### src/rtl/conv_encoder_tx.sv
// Rate-1/2 convolutional encoder that pulls words from a sync FIFO and emits
// a terminated symbol stream (data bits MSB-first, then K-1 zero tail bits).
module conv_encoder_tx #(
    parameter int             DATA_WIDTH = 16,
    parameter int             K          = 7,
    parameter logic [K-1:0]   G0         = 7'o171,
    parameter logic [K-1:0]   G1         = 7'o133
) (
    input  logic                  clk,
    input  logic                  rst_n,
    input  logic                  start_i,
    input  logic [15:0]           frame_words_i,
    output logic                  fifo_rd_en_o,
    input  logic [DATA_WIDTH-1:0] fifo_rd_data_i,
    input  logic                  fifo_empty_i,
    output logic [1:0]            sym_o,
    output logic                  sym_valid_o,
    input  logic                  sym_ready_i,
    output logic                  sym_last_o,
    output logic                  busy_o,
    output logic                  done_o
);

    localparam int BCW = $clog2(DATA_WIDTH + 1);
    localparam int TCW = $clog2(K);

    typedef enum logic [2:0] {
        ST_IDLE,
        ST_FETCH,
        ST_WAIT,
        ST_SHIFT,
        ST_TAIL,
        ST_DRAIN
    } state_t;

    state_t                  state_q;
    logic [K-2:0]            sr_q;
    logic [DATA_WIDTH-1:0]   word_q;
    logic [BCW-1:0]          bit_cnt_q;
    logic [TCW-1:0]          tail_cnt_q;
    logic [15:0]             words_q;
    logic [1:0]              sym_q;
    logic                    valid_q;
    logic                    last_q;
    logic                    done_q;

    logic                    in_bit;
    logic [K-1:0]            enc_v;
    logic [1:0]              sym_d;
    logic [K-2:0]            sr_d;
    logic                    slot_free;

    // Tail phase feeds zeros so the decoder trellis terminates in state 0.
    assign in_bit    = (state_q == ST_SHIFT) ? word_q[DATA_WIDTH-1] : 1'b0;
    assign enc_v     = {in_bit, sr_q};
    assign sym_d     = {^(G0 & enc_v), ^(G1 & enc_v)};
    assign sr_d      = {in_bit, sr_q[K-2:1]};
    assign slot_free = !valid_q || sym_ready_i;

    assign fifo_rd_en_o = (state_q == ST_FETCH) && !fifo_empty_i;
    assign sym_o        = sym_q;
    assign sym_valid_o  = valid_q;
    assign sym_last_o   = last_q;
    assign busy_o       = (state_q != ST_IDLE);
    assign done_o       = done_q;

    always_ff @(posedge clk or negedge rst_n) begin
        if (!rst_n) begin
            state_q    <= ST_IDLE;
            sr_q       <= '0;
            word_q     <= '0;
            bit_cnt_q  <= '0;
            tail_cnt_q <= '0;
            words_q    <= '0;
            sym_q      <= '0;
            valid_q    <= 1'b0;
            last_q     <= 1'b0;
            done_q     <= 1'b0;
        end else begin
            done_q <= 1'b0;
            // A completed handshake empties the slot unless a load below refills it.
            if (valid_q && sym_ready_i) begin
                valid_q <= 1'b0;
            end

            case (state_q)
                ST_IDLE: begin
                    if (start_i && (frame_words_i != '0)) begin
                        words_q <= frame_words_i;
                        sr_q    <= '0;
                        state_q <= ST_FETCH;
                    end
                end
                ST_FETCH: begin
                    if (fifo_rd_en_o) begin
                        words_q <= words_q - 1'b1;
                        state_q <= ST_WAIT;
                    end
                end
                ST_WAIT: begin
                    word_q    <= fifo_rd_data_i;
                    bit_cnt_q <= BCW'(DATA_WIDTH);
                    state_q   <= ST_SHIFT;
                end
                ST_SHIFT: begin
                    if (slot_free) begin
                        sym_q     <= sym_d;
                        valid_q   <= 1'b1;
                        sr_q      <= sr_d;
                        word_q    <= word_q << 1;
                        bit_cnt_q <= bit_cnt_q - 1'b1;
                        if (bit_cnt_q == BCW'(1)) begin
                            if (words_q != '0) begin
                                state_q <= ST_FETCH;
                            end else begin
                                tail_cnt_q <= TCW'(K - 1);
                                state_q    <= ST_TAIL;
                            end
                        end
                    end
                end
                ST_TAIL: begin
                    if (slot_free) begin
                        sym_q      <= sym_d;
                        valid_q    <= 1'b1;
                        sr_q       <= sr_d;
                        tail_cnt_q <= tail_cnt_q - 1'b1;
                        if (tail_cnt_q == TCW'(1)) begin
                            last_q  <= 1'b1;
                            state_q <= ST_DRAIN;
                        end
                    end
                end
                ST_DRAIN: begin
                    if (sym_ready_i) begin
                        valid_q <= 1'b0;
                        last_q  <= 1'b0;
                        done_q  <= 1'b1;
                        state_q <= ST_IDLE;
                    end
                end
                default: begin
                    state_q <= ST_IDLE;
                end
            endcase
        end
    end

endmodule

### config.mk
export PLATFORM = sky130hd
export DESIGN_NAME = conv_encoder_tx
export DESIGN_NICKNAME = d
export VERILOG_FILES = /design/src/rtl/conv_encoder_tx.sv
export SDC_FILE = /design/constraint.sdc
export NUM_CORES = 1
export LEC_CHECK = 0
export ABC_AREA = 1
export ABC_CLOCK_PERIOD_IN_PS = 1400
export CELL_PAD_IN_SITES_DETAIL_PLACEMENT = 0
export CELL_PAD_IN_SITES_GLOBAL_PLACEMENT = 1
export CORE_ASPECT_RATIO = 1.25
export CORE_UTILIZATION = 36
export DETAILED_ROUTE_END_ITERATION = 16
export MAX_ROUTING_LAYER = met4
export PLACE_DENSITY = 0.77
export SLEW_MARGIN = 20
export SYNTH_ARGS = -nofsm -noshare
export SYNTH_HDL_FRONTEND = slang
export SYNTH_SLANG_ARGS = --single-unit
### constraint.sdc
create_clock -name clk -period 1.4 [get_ports clk]
set_input_delay 0.21 -clock clk [delete_from_list [all_inputs] [get_ports clk]]
set_output_delay 0.21 -clock clk [all_outputs]
set_load 0.02 [all_outputs]
==> results.txt, run 1 <==
- Run status: finished, violations left
* Failing checks: setup timing
- Dividing the detail-routed wire length by the instance count gives 13.0 µm.
* Unrepaired setup endpoints after global routing: yes
* Cell leakage power: 2.56 nW
- STA classifies the critical path endpoint as a register.
* Peak supply drop: 1.15 mV
* CORE AREA: 0.00880 mm²
* Fraction of final layout cells with drive strength greater than 1: 37.6%
- Worst rel slew slack: 71.2%
* P&R area growth vs syn: 59.2%
- Critical path peak fanout: 6
- Clk_lat worst skew: 310 ps
* Mapped Nets: 509
* Final-report max-slew violation count: 0
- After detailed placement, the design holds a cell count of 682.
- The routed design has 9320 µm of wire.
* Initial core utilization: 37.5%
- Antenna diode count: 0
- Smallest hold slack: 355 ps
- Asr flop ratio synth: 100%
* Final period util: 111%
- Total Power: 11.5 mW
- Detailed placement finished with a half-perimeter wire length of 6340 µm.
* Remaining DRCs: 0
* Layout Utilization: 59.7%
* Launching element type of the critical path: register
* Global-route wire length before repair: 15200 µm
* Leading cell types in the layout, fill and taps excluded: sky130_fd_sc_hd__nand2_1 (133), sky130_fd_sc_hd__buf_4 (59), sky130_fd_sc_hd__dfrtp_1 (52)
* Mean area per synthesized cell: 7.06 µm²
* Total global routing overflow: 0
- Number of buffers created by CTS: 5
* Number of instances in the synthesized netlist: 467
- Sinks on Clock Net: 54
* Number of global-route vias before repair: 3463
- Global routing used 20.8% of the available tracks across all layers.
- Filler Cell Count: 786
* Max-cap violation count: 0
* Most frequent standard cell in the layout excluding fill and tap cells: sky130_fd_sc_hd__nand2_1
- The detailed router placed 3387 vias in this run.
* Count of standard-cell rows: 38
- Synth warn: 0
- Global placement routability congestion: 0.808
- The detail route stage leaves a number of antenna-violating nets equal to 0.
- Number of enable flip-flop cells after synthesis: 0
- Max H-tree Level: 2
- Setup violations remaining at the end of the flow were counted as 50.
- After clock tree synthesis, the clock-pin slew on the worst setup and hold paths is 110 ps.
- Final number of hold-violating endpoints: 0
- By startpoint and endpoint, the worst setup path is classified as register to register.
- Highest clock frequency the design can meet: 0.645 GHz
* Post-layout minimum cycle time: 1550 ps
- Pin count of the biggest net entering global routing: 19
- Required time at the endpoint of the critical path: 1650 ps
- Counting flops and latches in the post-synthesis netlist gives 54.
- The number of antenna violations at the first check in global routing is 0.
- The die covers 0.00954 mm².
* First-pass detailed-route iteration total: 4
- Number of port buffers: 43
- After detailed routing, the number of vias per cell comes to 4.73.
- In this run the count of I/O pins placed on the die edge is 44.
- Synth unique cells: 30
- Measured along the x axis, the die boundary spans 87.6 µm.
- The min-delay analysis places its worst path in the category input pin to async pin.
- For the final database, setup skew stands at 12.1 ps.
- DRT iter0 DRCs: 125
* Master cell of the clock root buffer: sky130_fd_sc_hd__clkbuf_8
- TritonCTS built the clock tree.
- Power Density: 2180 mW/mm²
- Main synth FF type: sky130_fd_sc_hd__dfrtp_1
* Overall die height: 109 µm
* Summed negative setup slack over all endpoints: -4200 ps
- Excluding fillers, the count of instances in the completed layout stands at 716.
- The cell area that synthesis handed to floorplanning was 0.00330 mm².
- For the worst setup path, the data arrival time is 1800 ps.
- The final layout contains 637 nets.
* Reg-to-reg slack, setup: -150 ps
- Proportion of synthesized chip area in sequential cells: 41.0%
* Transition time at the pin with the least slew margin: 432 ps
* Number of buffers between clock root and the deepest sink: 2
* Final setup margin: -150 ps
[synth_stat cells (3+ instances only)]
master / number / area (µm²)
sky130_fd_sc_hd__a21oi_1: 33 / 165
sky130_fd_sc_hd__buf_2: 3 / 15.0
sky130_fd_sc_hd__buf_4: 4 / 30.0
sky130_fd_sc_hd__dfrtp_1: 54 / 1350
sky130_fd_sc_hd__ha_1: 5 / 62.6
sky130_fd_sc_hd__inv_1: 42 / 158
sky130_fd_sc_hd__inv_2: 6 / 22.5
sky130_fd_sc_hd__nand2_1: 161 / 604
sky130_fd_sc_hd__nand2_2: 6 / 37.5
sky130_fd_sc_hd__nand3_1: 36 / 180
sky130_fd_sc_hd__nand3_2: 5 / 50.1
sky130_fd_sc_hd__nand4_1: 4 / 25.0
sky130_fd_sc_hd__nor2_1: 57 / 214
sky130_fd_sc_hd__nor2_2: 4 / 25.0
sky130_fd_sc_hd__o21ai_0: 17 / 85.1
sky130_fd_sc_hd__o21ai_2: 4 / 35.0
sky130_fd_sc_hd__or2_2: 6 / 37.5
sky130_fd_sc_hd__xor2_1: 3 / 26.3
[worst max-delay path, stage by stage, from the launching register on]
cell,delay [ps]
sky130_fd_sc_hd__dfrtp_1,400
sky130_fd_sc_hd__buf_6,130
sky130_fd_sc_hd__nor2_4,110
sky130_fd_sc_hd__inv_2,50
sky130_fd_sc_hd__nor2_4,100
sky130_fd_sc_hd__buf_6,120
sky130_fd_sc_hd__nand3_4,110
sky130_fd_sc_hd__nand2_8,140
sky130_fd_sc_hd__buf_6,120
sky130_fd_sc_hd__buf_6,100
sky130_fd_sc_hd__nand2_1,50
sky130_fd_sc_hd__nand2_1,60
[worst paths after layout]
check | end | depth (start not counted) | start
setup / recovery | words_q[11] | 11 | state_q[0]
hold / removal | words_q[3] | 2 | rst_n
setup reg to reg | words_q[11] | 11 | state_q[0]
hold reg to reg | sym_o[0] | 2 | sym_o[0]
max in group asynchronous | sym_o[0] | 3 | rst_n
min in group clk | sym_o[0] | 2 | sym_o[0]
[stage by stage]
stage / area (µm²) / setup slack (ps)
after detailed placement: 4330 / -339
after global placement: 4330 / -327
after floorplan: 3310 / -147
after global routing: 5250 / -246
after CTS: 4810 / -171
final: 5250 / -150
[what timing repair did]
item,CTS,global route
pin swaps,16,31
endpoints found under the hold margin,13,0
hold buffers,1,0
resized for setup,81,98
setup buffers,12,13
setup endpoints to repair,59,54
cloned,2,2
[metal layers]
metal / vias to the layer above / GRT usage, % / part of all wire, %
li1: 1722 / - / -
met2: 39 / 38.0 / 54
met4: 0 / 4.80 / 0.65
met3: 5 / 2.65 / 1.9
met5: - / - / 0
met1: 1621 / 24.1 / 43
[sequential cells by signal, indices dropped and copies added (netlist names)]
signal       flops
bit_cnt_q        5
done_o           1
sr_q             6
state_q          3
sym_last_o       1
sym_o            2
sym_valid_o      1
tail_cnt_q       3
word_q          16
words_q         16
[where the power goes]
part	internal, mW	total (mW)	switching [mW]
logic	3.62	7.81	4.19
clock network	0.399	0.933	0.534
registers	2.24	2.72	0.481
[final cells by class]
class / instances / area [µm²] / share of cell area (%)
timing repair buffer: 133 / 1340 / 25.4
multi-input combinational: 352 / 2100 / 40.1
clock buffer: 6 / 82.6 / 1.57
tap: 120 / 150 / 2.86
inverter: 49 / 209 / 3.98
clock inverter: 2 / 12.5 / 0.238
sequential: 54 / 1350 / 25.8
[cells by family (layout without fill, tap and decap cells)]
| kind of cell | count (synthesis) | count (layout) | share of synthesized area [%] |
|---|---|---|---|
| XOR/XNOR | 5 | 5 | 1.33 |
| buffers and inverters | 61 | 190 | 8.73 |
| AO/OA/AOI/OAI | 59 | 59 | 9.64 |
| flip-flops | 54 | 54 | 41.0 |
| AND/OR/NAND/NOR | 283 | 283 | 37.4 |
| adder cells (fa/ha/maj) | 5 | 5 | 1.90 |
No activity file was read; power rests on OpenSTA's default activity.
==> run 2: changes to the inputs <==
--- a/config.mk
+++ b/config.mk
@@ -6,14 +6,14 @@
 export NUM_CORES = 1
 export LEC_CHECK = 0
 export ABC_AREA = 1
-export ABC_CLOCK_PERIOD_IN_PS = 1400
+export ABC_CLOCK_PERIOD_IN_PS = 1930
 export CELL_PAD_IN_SITES_DETAIL_PLACEMENT = 0
 export CELL_PAD_IN_SITES_GLOBAL_PLACEMENT = 1
 export CORE_ASPECT_RATIO = 1.25
-export CORE_UTILIZATION = 36
+export CORE_UTILIZATION = 43
 export DETAILED_ROUTE_END_ITERATION = 16
 export MAX_ROUTING_LAYER = met4
-export PLACE_DENSITY = 0.77
+export PLACE_DENSITY_LB_ADDON = 0.1
 export SLEW_MARGIN = 20
 export SYNTH_ARGS = -nofsm -noshare
 export SYNTH_HDL_FRONTEND = slang
==> constraint.sdc (replaced) <==
create_clock -name clk -period 1.93 [get_ports clk]
set_input_delay 0.2895 -clock clk [delete_from_list [all_inputs] [get_ports clk]]
set_output_delay 0.2895 -clock clk [all_outputs]
set_load 0.02 [all_outputs]
==> results.txt, run 2 (synthesis gave the netlist of run 1 again) <==
* Total global routing overflow: 0 (unchanged)
- Total vias in the final route: 3026 (-11%)
* Transition time at the pin with the least slew margin: 453 ps (+20.8 ps)
- Required time at the endpoint of the critical path: 1640 ps (about the same)
* Final number of hold-violating endpoints: 0 (unchanged)
- Worst clock skew on the final layout: 5.73 ps (-6.32 ps)
- Overall die width: 80.3 µm (-8.3%)
- Global-route wire length before repair: 13300 µm (-12%)
- Initial core utilization: 44.5% (+7.1 points)
* Peak supply drop: 0.918 mV (-20%)
- The relative slew slack came to 69.7% (-1.5 points).
- The combined area of the multi-input logic cells came to 0.00166 mm² (-21%).
- Number of buffers between clock root and the deepest sink: 2 (unchanged)
- Global placement routability congestion: 0.778 (-3.8%)
* Filler Cell Count: 743 (-5.5%)
- Master cell of the clock root buffer: sky130_fd_sc_hd__clkbuf_8
- Number of global-route vias before repair: 2994 (-14%)
- The combinational cell fraction of total power came to 52.8% (-15 points).
- The all-layer global routing usage is 22.1% (+1.3 points).
- Total Power: 6.26 mW (-45%)
* Summed negative setup slack over all endpoints: 0 ps (+4200 ps)
- The power share of the sequential group came to 32.2% (+8.5 points).
- The post-detailed-route wirelength per cell was 12.6 µm (-3.5%).
- Clk_lat worst skew: 310 ps (about the same)
* Internal Pwr Total: 3.43 mW (-45%)
- The worst register-to-register path begins at words_q[0].
- The critical path is of the register to output pin type.
- Fraction of final layout cells with drive strength greater than 1: 12.0% (-26 points)
- Dpl hpwl: 5850 µm (-7.6%)
* First-pass detailed-route iteration total: 4 (unchanged)
- The number of antenna violations at the first check in global routing was 0 (unchanged).
- Unrepaired setup endpoints after global routing: no
* Post-layout net count: 564 (-11%)
- The flow ran to the end, and the final reports show no timing, DRC or antenna violations.
- TritonCTS clock tree: done
- The overall routed net length came to 7730 µm (-17%).
* P&R area growth vs syn: 22.6%
- Most frequent standard cell in the layout excluding fill and tap cells: sky130_fd_sc_hd__nand2_1
- Launching element type of the critical path: register
- Via density per instance: 4.92 (+4.0%)
- Overall die height: 99.9 µm (-8.3%)
- Max-cap violation count: 0 (unchanged)
* I/O pin total: 44 (unchanged)
- The largest registers in the layout are word_q (16), words_q (16), sr_q (6).
* Hold WC Path Type: input pin to async pin
- The full die area came to 0.00802 mm² (-16%).
- Category of the worst setup path capture point: output pin
- Leading cell types in the layout, fill and taps excluded: sky130_fd_sc_hd__nand2_1 (161), sky130_fd_sc_hd__nor2_1 (56), sky130_fd_sc_hd__dfrtp_1 (53)
* Power Density: 1550 mW/mm² (-29%)
* R2R cell count: 10 (-1)
* Smallest hold slack: 484 ps (+129 ps)
- Antenna diode count: 0 (unchanged)
- The final cell utilization of the core came to 54.6% (-5.1 points).
* DRT iter0 DRCs: 93 (-26%)
* Highest clock frequency the design can meet: 0.551 GHz
* Sinks on Clock Net: 54 (unchanged)
* Final-report max-slew violation count: 0 (unchanged)
- Number of routed nets with antenna violations: 0 (unchanged)
- CORE AREA: 0.00740 mm² (-16%)
* Arrival time of data at the critical path endpoint: 1530 ps (-270 ps)
- Clock input transition at the sequential cells of the worst setup and hold paths: 100 ps (about the same)
- # Post-CTS Setup Buffers: 0 (-12)
- The worst path uses 94.1% of the clock period.
- Count of endpoints failing setup in the final report: 0 (-100%)
* Reg-to-reg slack, setup: 200 ps (+350 ps)
- The number of buffers added on ports was 43 (unchanged).
- Pin count of the biggest net entering global routing: 55 (+36)
* Number of buffers created by CTS: 5 (unchanged)
- The part of the total power dissipated in the clock network is 15.0% (+6.9 points).
- Post-layout minimum cycle time: 1820 ps
- In this run the critical register-to-register path is captured at words_q[10].
- Switching Fraction: 45.2% (-0.22 points)
* Critical path peak fanout: 4 (-2)
- The net switching power of the design is 2.83 mW (-46%).
* Remaining DRCs: 0 (unchanged)
* Count of standard-cell rows: 35 (-7.9%)
* Register Area: 0.00135 mm² (about the same)
* Max H-tree Level: 2 (unchanged)
* Cell leakage power: 1.99 nW (-22%)
==> run 2: what timing repair did <==
item,CTS,global route
hold buffers,1,0
endpoints found under the setup margin,2,6
gates resized for setup,4,1
endpoints found under the hold margin,54,0
==> run 2: area by class of cell <==
class                      instances  area share [%]
multi-input combinational        352            41.2
sequential                        54            33.5
timing repair buffer              60            14.3
inverter                          49            4.62
tap                               92            2.85
clock buffer                       6            2.04
clock inverter                     2            1.49
==> run 2: power by group through the flow <==
| stage | registers, mW | clock network, mW | logic, mW |
|---|---|---|---|
| global placement | 2.01 | 0 | 3.31 |
| CTS | 2.02 | 0.971 | 3.36 |
| detailed placement | 2.03 | 0 | 3.36 |
| global route | 2.08 | 1.01 | 3.83 |
| floorplan | 1.96 | 0 | 2.49 |
| finish | 2.01 | 0.942 | 3.31 |
==> run 2: critical path: stages (launching register included) <==
cell and delay, ps:
sky130_fd_sc_hd__dfrtp_1 450, sky130_fd_sc_hd__nor2_4 170, sky130_fd_sc_hd__inv_1 70, sky130_fd_sc_hd__nor2_1 130, sky130_fd_sc_hd__inv_1 70, sky130_fd_sc_hd__dlygate4sd2_1 320
==> run 2: how the worst max path moves through the flow <==
stage	to	from
finish	busy_o	state_q[1]
global route	busy_o	state_q[1]
CTS	busy_o	state_q[1]
detailed placement	words_q[3]	frame_words_i[15]
global placement	words_q[13]	frame_words_i[15]
floorplan	words_q[0]	state_q[2]
==> run 2: metal layers <==
layer	vias to the layer above	track usage [%]	part of all wire, %
met2	33	42.3	55
li1	1568	-	-
met1	1419	23.6	42
met5	-	-	0
met4	0	5.36	1.2
met3	6	2.82	2.2
==> run 2: stage by stage <==
step / area (µm²) / std cells / setup slack (ps)
after floorplan: 3300 / 467 / 367
after global placement: 3880 / 606 / 29.5
after detailed placement: 3880 / 606 / 27.4
after CTS: 4040 / 615 / 91.4
after global routing: 4040 / 615 / 16.6
final: 4040 / 615 / 114
